## src/rtl/apb_protocol_pkg.sv

```systemverilog
// Shared types and constants for the APB master and its two slaves.
// Address decode uses word index bits [5:2]; RX registers sit at the top of slave 2.
package apb_protocol_pkg;

  typedef enum logic [1:0] {
    IDLE   = 2'd0,
    SETUP  = 2'd1,
    ACCESS = 2'd2
  } apb_state_e;

  localparam logic [1:0] SEL_S1 = 2'b01;
  localparam logic [1:0] SEL_S2 = 2'b10;

  localparam logic [3:0] RX_DATA_IDX   = 4'd14;
  localparam logic [3:0] RX_STATUS_IDX = 4'd15;

  function automatic logic sel_valid(input logic [1:0] sel);
    return (sel == SEL_S1) || (sel == SEL_S2);
  endfunction

endpackage

```

## src/rtl/uart_rx_8n1.sv

```systemverilog
// 8N1 UART receiver: falling-edge start detect, mid-bit sampling, one-cycle data_valid pulse.
//  state   | meaning
//  U_IDLE  | line idle, waiting for a falling edge
//  U_START | counting to mid start bit to confirm it
//  U_DATA  | sampling 8 data bits LSB first
//  U_STOP  | sampling stop bit; frame dropped if low
module uart_rx_8n1 #(
  parameter int CLKS_PER_BIT = 16
) (
  input  logic       pclk,
  input  logic       Reset,
  input  logic       rx,
  output logic [7:0] data,
  output logic       data_valid
);

  typedef enum logic [1:0] {U_IDLE, U_START, U_DATA, U_STOP} rx_state_e;

  localparam int CW = $clog2(CLKS_PER_BIT + 1);
  localparam logic [CW-1:0] HALF = CW'(CLKS_PER_BIT / 2 - 1);
  localparam logic [CW-1:0] FULL = CW'(CLKS_PER_BIT - 1);

  rx_state_e      state, state_nxt;
  logic           rx_meta, rx_sync, rx_prev;
  logic [CW-1:0]  cnt;
  logic [2:0]     bit_cnt;
  logic [7:0]     shift;
  logic           tc;

  assign tc = (cnt == '0);

  always_ff @(posedge pclk or posedge Reset) begin
    if (Reset) begin
      state   <= U_IDLE;
      rx_meta <= 1'b1;
      rx_sync <= 1'b1;
      rx_prev <= 1'b1;
    end else begin
      state   <= state_nxt;
      rx_meta <= rx;
      rx_sync <= rx_meta;
      rx_prev <= rx_sync;
    end
  end

  always_comb begin
    state_nxt = state;
    case (state)
      U_IDLE:  if (rx_prev && !rx_sync) state_nxt = U_START;
      U_START: if (tc) state_nxt = rx_sync ? U_IDLE : U_DATA;
      U_DATA:  if (tc && (bit_cnt == 3'd7)) state_nxt = U_STOP;
      U_STOP:  if (tc) state_nxt = U_IDLE;
      default: state_nxt = U_IDLE;
    endcase
  end

  always_ff @(posedge pclk or posedge Reset) begin
    if (Reset) begin
      cnt        <= HALF;
      bit_cnt    <= '0;
      shift      <= '0;
      data       <= '0;
      data_valid <= 1'b0;
    end else begin
      data_valid <= 1'b0;
      case (state)
        U_IDLE: begin
          cnt     <= HALF;
          bit_cnt <= '0;
        end
        U_START: cnt <= tc ? FULL : cnt - 1'b1;
        U_DATA: begin
          if (tc) begin
            shift   <= {rx_sync, shift[7:1]};
            bit_cnt <= bit_cnt + 1'b1;
            cnt     <= FULL;
          end else begin
            cnt <= cnt - 1'b1;
          end
        end
        U_STOP: begin
          if (tc) begin
            if (rx_sync) begin
              data       <= shift;
              data_valid <= 1'b1;
            end
          end else begin
            cnt <= cnt - 1'b1;
          end
        end
        default: cnt <= HALF;
      endcase
    end
  end

endmodule

```

## src/rtl/apb_protocol.sv

```systemverilog
// APB fabric: request-driven master FSM, zero-wait RAM slave and one-wait-state RAM/UART slave.
//  state  | meaning
//  IDLE   | no transfer in progress
//  SETUP  | fields latched, waiting for penable
//  ACCESS | slave selected; completes when pready is high
module apb_protocol
  import apb_protocol_pkg::*;
#(
  parameter int CLKS_PER_BIT = 16,
  parameter int MEM_DEPTH    = 16
) (
  input  logic        pclk,
  input  logic        Reset,
  input  logic        penable,
  input  logic        pwrite,
  input  logic        transfer,
  input  logic [31:0] write_paddr,
  input  logic [31:0] apb_read_paddr,
  input  logic [31:0] write_data,
  input  logic [1:0]  Psel,
  output logic [31:0] apb_read_data_out,
  output logic [3:0]  PSTRB,
  input  logic        rx
);

  localparam int IDX_W = $clog2(MEM_DEPTH);
  localparam logic [IDX_W-1:0] IDX_RXD = IDX_W'(RX_DATA_IDX);
  localparam logic [IDX_W-1:0] IDX_RXS = IDX_W'(RX_STATUS_IDX);

  apb_state_e       state, state_nxt;
  logic [1:0]       sel_q;
  logic             write_q;
  logic [IDX_W-1:0] idx_q;
  logic [31:0]      wdata_q;
  logic             wait_done;
  logic             pready, complete, latch;
  logic [31:0]      prdata;

  logic [31:0]      ram1 [MEM_DEPTH];
  logic [31:0]      ram2 [MEM_DEPTH];
  logic [7:0]       rx_byte;
  logic             rx_valid, overrun;
  logic [7:0]       uart_data;
  logic             uart_valid;
  logic             rd_rx_data, rd_rx_status;

  assign pready   = (sel_q == SEL_S2) ? wait_done : 1'b1;
  assign complete = (state == ACCESS) && pready;
  assign latch    = (state_nxt == SETUP) && (state != SETUP);
  assign PSTRB    = ((state != IDLE) && write_q) ? 4'hF : 4'h0;

  always_comb begin
    state_nxt = state;
    case (state)
      IDLE:    if (transfer && sel_valid(Psel)) state_nxt = SETUP;
      SETUP:   if (penable) state_nxt = ACCESS;
      ACCESS:  if (pready) state_nxt = (transfer && sel_valid(Psel)) ? SETUP : IDLE;
      default: state_nxt = IDLE;
    endcase
  end

  always_ff @(posedge pclk or posedge Reset) begin
    if (Reset) begin
      state     <= IDLE;
      sel_q     <= '0;
      write_q   <= 1'b0;
      idx_q     <= '0;
      wdata_q   <= '0;
      wait_done <= 1'b0;
    end else begin
      state     <= state_nxt;
      wait_done <= (state == ACCESS) && (sel_q == SEL_S2) && !wait_done;
      if (latch) begin
        sel_q   <= Psel;
        write_q <= pwrite;
        idx_q   <= pwrite ? write_paddr[IDX_W+1:2] : apb_read_paddr[IDX_W+1:2];
        wdata_q <= write_data;
      end
    end
  end

  always_comb begin
    prdata = '0;
    if (sel_q == SEL_S1)        prdata = ram1[idx_q];
    else if (idx_q == IDX_RXD)  prdata = {24'b0, rx_byte};
    else if (idx_q == IDX_RXS)  prdata = {30'b0, overrun, rx_valid};
    else                        prdata = ram2[idx_q];
  end

  always_ff @(posedge pclk or posedge Reset) begin
    if (Reset) begin
      apb_read_data_out <= '0;
    end else if (complete && !write_q) begin
      apb_read_data_out <= prdata;
    end
  end

  always_ff @(posedge pclk or posedge Reset) begin
    if (Reset) begin
      for (int i = 0; i < MEM_DEPTH; i++) begin
        ram1[i] <= '0;
        ram2[i] <= '0;
      end
    end else if (complete && write_q) begin
      if (sel_q == SEL_S1)
        ram1[idx_q] <= wdata_q;
      else if ((sel_q == SEL_S2) && (idx_q < IDX_RXD))
        ram2[idx_q] <= wdata_q;
    end
  end

  assign rd_rx_data   = complete && !write_q && (sel_q == SEL_S2) && (idx_q == IDX_RXD);
  assign rd_rx_status = complete && !write_q && (sel_q == SEL_S2) && (idx_q == IDX_RXS);

  uart_rx_8n1 #(.CLKS_PER_BIT(CLKS_PER_BIT)) u_uart_rx (
    .pclk       (pclk),
    .Reset      (Reset),
    .rx         (rx),
    .data       (uart_data),
    .data_valid (uart_valid)
  );

  // A byte arriving in the same cycle as an RX_DATA read wins over the clear.
  always_ff @(posedge pclk or posedge Reset) begin
    if (Reset) begin
      rx_byte  <= '0;
      rx_valid <= 1'b0;
      overrun  <= 1'b0;
    end else begin
      if (rd_rx_data)   rx_valid <= 1'b0;
      if (rd_rx_status) overrun  <= 1'b0;
      if (uart_valid) begin
        rx_byte  <= uart_data;
        rx_valid <= 1'b1;
        if (rx_valid && !rd_rx_data) overrun <= 1'b1;
      end
    end
  end

endmodule

```

## config.mk

```make
export PLATFORM = sky130hd
export DESIGN_NAME = apb_protocol
export DESIGN_NICKNAME = d
export VERILOG_FILES = /design/src/rtl/apb_protocol_pkg.sv /design/src/rtl/uart_rx_8n1.sv /design/src/rtl/apb_protocol.sv
export SDC_FILE = /design/constraint.sdc
export NUM_CORES = 2
export LEC_CHECK = 0
export ABC_AREA = 1
export CAP_MARGIN = 20
export CORE_UTILIZATION = 45
export CTS_CLUSTER_DIAMETER = 40
export DETAILED_ROUTE_END_ITERATION = 12
export GPL_TIMING_DRIVEN = 0
export PLACE_DENSITY_LB_ADDON = 0.2
export SLEW_MARGIN = 30
export SYNTH_ARGS = -nofsm -noshare
export SYNTH_HDL_FRONTEND = slang
export SYNTH_SLANG_ARGS = --single-unit
export TNS_END_PERCENT = 10
```

## constraint.sdc

```tcl
create_clock -name pclk -period 41.1 [get_ports pclk]
set_clock_uncertainty 0.05 [all_clocks]
set_input_delay 6.165 -clock pclk [delete_from_list [all_inputs] [get_ports pclk]]
set_output_delay 6.165 -clock pclk [all_outputs]
set_load 0.005 [all_outputs]
```

==> run_results.csv <==
group,metric,value,unit
status,status,"completed",
finish,multiInputGateArea,19630,um2
routing,dr.pass1.iters,6,
pwr,p_leak,29.27,nW
floorplanning,std_cell_rows,123,
worst_setup_path,start_kind,"flip-flop",
pwr,p_switching,1.513,mW
timing,fin_crit_sh,0.2034,
timing,hold_viol,0,
pwr,switching_share,0.4051,
worst_setup_path,worstSetupPathType,"reg2out",
worst_setup_path,end_kind,"output pin",
synth,yosysSeqAreaShare,0.5594,
global_route,grt_usage,0.3675,
pwr,clock_power_share,0.378,
timing,finalSetupTns,0,ps
synth,synth_edf_count,0,
timing,fmax,119.6,MHz
pwr,p_seq_frac,0.339,
clocking,clkLatencyLatePin,790,ps
finish,fin_area,59550,um2
synth,syn_nets,6641,
global_route,grt_max_degree,92,
worst_setup_path,arrival,2140,ps
routing,antenna_left,0,
global_route,grtUsageMet2,0.5308,
finish,final_nets,6899,
clocking,cts_buffers,157,
placement,gp_congestion,1.010,
floorplanning,ios,140,
floorplanning,initial_core_util,0.4533,
finish,n_fill_cell,10940,
routing,wl_per_cell,25.13,um
synth,syn_inst,6530,
placement,dp.cells,8129,
synth,ys_ff_latch,1138,
clocking,cts_hold_buf,0,
synth,synth_area_leaders,"dfrtp_1, nand2_1, o21ai_0",
global_route,grt-busiest-layer,"met2",
timing,rsz0062_at_grt,"no",
pwr,ir_worst_vdd,45.19,uV
global_route,grt-ovfl-total,0,
synth,synth_flop_cell,"dfrtp_1",
timing,relSlewSlack,0.2128,
synth,syn-cell-area,50920,um2
global_route,grt_use_met1,0.5002,
synth,synth_top_area_share,0.5563,
routing,avgViaCountPerCell,5.739,
timing,worst_slew_pin_slew,1181,ps
finish,final_cells,8428,
flow_run,drv_cap,0,
placement,placed_cell_area,54080,um2
clocking,clock_sinks,1138,
global_route,grt_pass1_vias,44810,
clocking,cts.clk_slew.worst_paths,50,ps
global_route,grt_util_met3,0.09063,
routing,drcViolationCount,0,
pwr,powerDensity,62.71,nW/um2
clocking,cts.htree.levels,4,
clocking,cts_tree,"done",
synth,ys_async_sr_fraction,1.000,
synth,avgSynthCellArea,7.798,um2
floorplanning,dieWidth,338.4,um
worst_setup_path,required,34880,ps
floorplanning,fp.coreArea,112300,um2
floorplanning,die_h,338.4,um
clocking,cts_max_path_buffers,3,
clocking,cts_resized,0,
global_route,grt_pass1_wl,306400,um
finish,drive_above_1_share,0.07571,
timing,slew_violations,0,
pwr,p_int,2.222,mW
timing,period_needed,8359,ps
routing,via_count,48370,
worst_setup_path,crit_fanout,6,
global_route,antenna_found_initial,6,
placement,dp_hpwl,152400,um
finish,seq_area,28480,um2
synth,yosysUniqueCellTypes,33,
floorplanning,die_area,114500,um2
routing,routed_wl,211800,um
clocking,post-cts-setup-buffer-count,0,
finish,synthToLayoutAreaGrowth,16.94,%
clocking,cts-root-buf,"clkbuf_16",
pwr,combPwrFrac,0.283,
routing,drtIter0Drc,6869,
placement,io_buffer_count,83,
synth,yosys.area.top_type,"dfrtp_1",
synth,synth-warning-count,0,
timing,setup_viol,0,
hold_path,hold_class,"reg2reg",
-- registers in the layout (all words and copies together), names as in the netlist, 5 cells and up, named ones only --
signal	count
ram1	512
u_uart_rx.shift	8
wdata_q	32
u_uart_rx.cnt	5
u_uart_rx.data	8
ram2	512
rx_byte	8
apb_read_data_out	32
-- critical path, stage by stage, from the launching register on --
cell and delay (ps):
dfrtp_1 430, nor2_1 60, nor2_1 210, buf_4 160, clkdlybuf4s50_1 490
-- stage by stage --
stage	setup slack, ps	hold WS, ps	utilization	power, mW
after floorplan	2846	295.2	-	1.709
final	32740	305.8	0.5301	3.734
after detailed placement	32370	300.4	0.4814	2.276
after CTS	32730	307.7	0.5299	3.675
after global placement	-10700	296.7	0.4774	2.268
after global routing	32680	308.3	0.5299	3.793
-- layer usage --
| metal | vias up | part of all wire |
|---|---|---|
| li1 | 21080 | - |
| met1 | 23620 | 0.39 |
| met2 | 3016 | 0.42 |
| met3 | 661 | 0.12 |
| met4 | 2 | 0.070 |
| met5 | - | 0.000094 |
-- final timing paths --
kind | startpoint | end | slack [ps] | depth (start not counted)
max reg2reg | idx_q[1] | apb_read_data_out[24] | 37240 | 13
min | u_uart_rx.rx_meta | u_uart_rx.rx_sync | 310 | 0
max in group asynchronous | Reset | u_uart_rx.state[0] | 33600 | 6
min reg2reg | u_uart_rx.rx_meta | u_uart_rx.rx_sync | 310 | 0
min in group asynchronous | Reset | ram1[334] | 5620 | 2
max | state[0] | PSTRB[3] | 32740 | 4
-- synthesized netlist by cell type (7+ instances only) --
master,instances
clkbuf_1,368
o21ai_1,85
a21oi_1,115
nor2_1,137
buf_4,7
o21ai_0,974
nand2_4,8
buf_1,27
nor2_2,7
inv_1,141
buf_2,142
ha_1,7
nand3_1,134
nand2_1,3183
nand2_2,14
dfrtp_1,1132
-- placed cells by master (no fill, tap or decap), drive strengths merged --
master and instances:
bufinv 17, or2 3, mux2 6, a32o 1, nor3 5, a31oi 4, nand4 5, o21a 1
ha 7, clkbuf 564, nand3 135, a21oi 115, clkdlybuf4s50 83, clkinv 44, dfrtp 1132, a22o 2
inv 160, diode 7, xnor2 2, clkinvlp 23, nand2 3205, o21ai 1059, buf 193, o31ai 1
nor2 148, dfstp 6
-- cells by family (layout without fill, tap and decap cells) --
| group | count (synthesis) | count (layout) | synth area share |
|---|---|---|---|
| multiplexers | 6 | 6 | 0.001327 |
| AO/OA/AOI/OAI | 1183 | 1183 | 0.1167 |
| flip-flops | 1138 | 1138 | 0.5594 |
| other | 0 | 7 | 0 |
| adder cells (fa/ha/maj) | 7 | 7 | 0.001720 |
| buffers and inverters | 693 | 1084 | 0.05531 |
| XOR/XNOR | 2 | 2 | 0.0003440 |
| AND/OR/NAND/NOR | 3501 | 3501 | 0.2652 |
-- layout make-up --
cell class                 count  area share
antenna                        7   0.0002941
clock buffer                 196     0.07217
sequential                  1138      0.4783
buffer                       545     0.03855
tap                         1500     0.03152
multi-input combinational   4699      0.3296
inverter                     148    0.009455
clock inverter                96     0.01931
timing repair buffer          99     0.02080
-- power by group through the flow --
stage / Sequential [mW] / Clock [mW] / Combinational (mW)
finish: 1.27 / 1.41 / 1.06
global placement: 1.28 / 0 / 0.984
global route: 1.27 / 1.46 / 1.06
detailed placement: 1.28 / 0 / 0.995
CTS: 1.26 / 1.41 / 1.00
floorplan: 1.26 / 0 / 0.446
No activity file was read; power rests on OpenSTA's default activity.
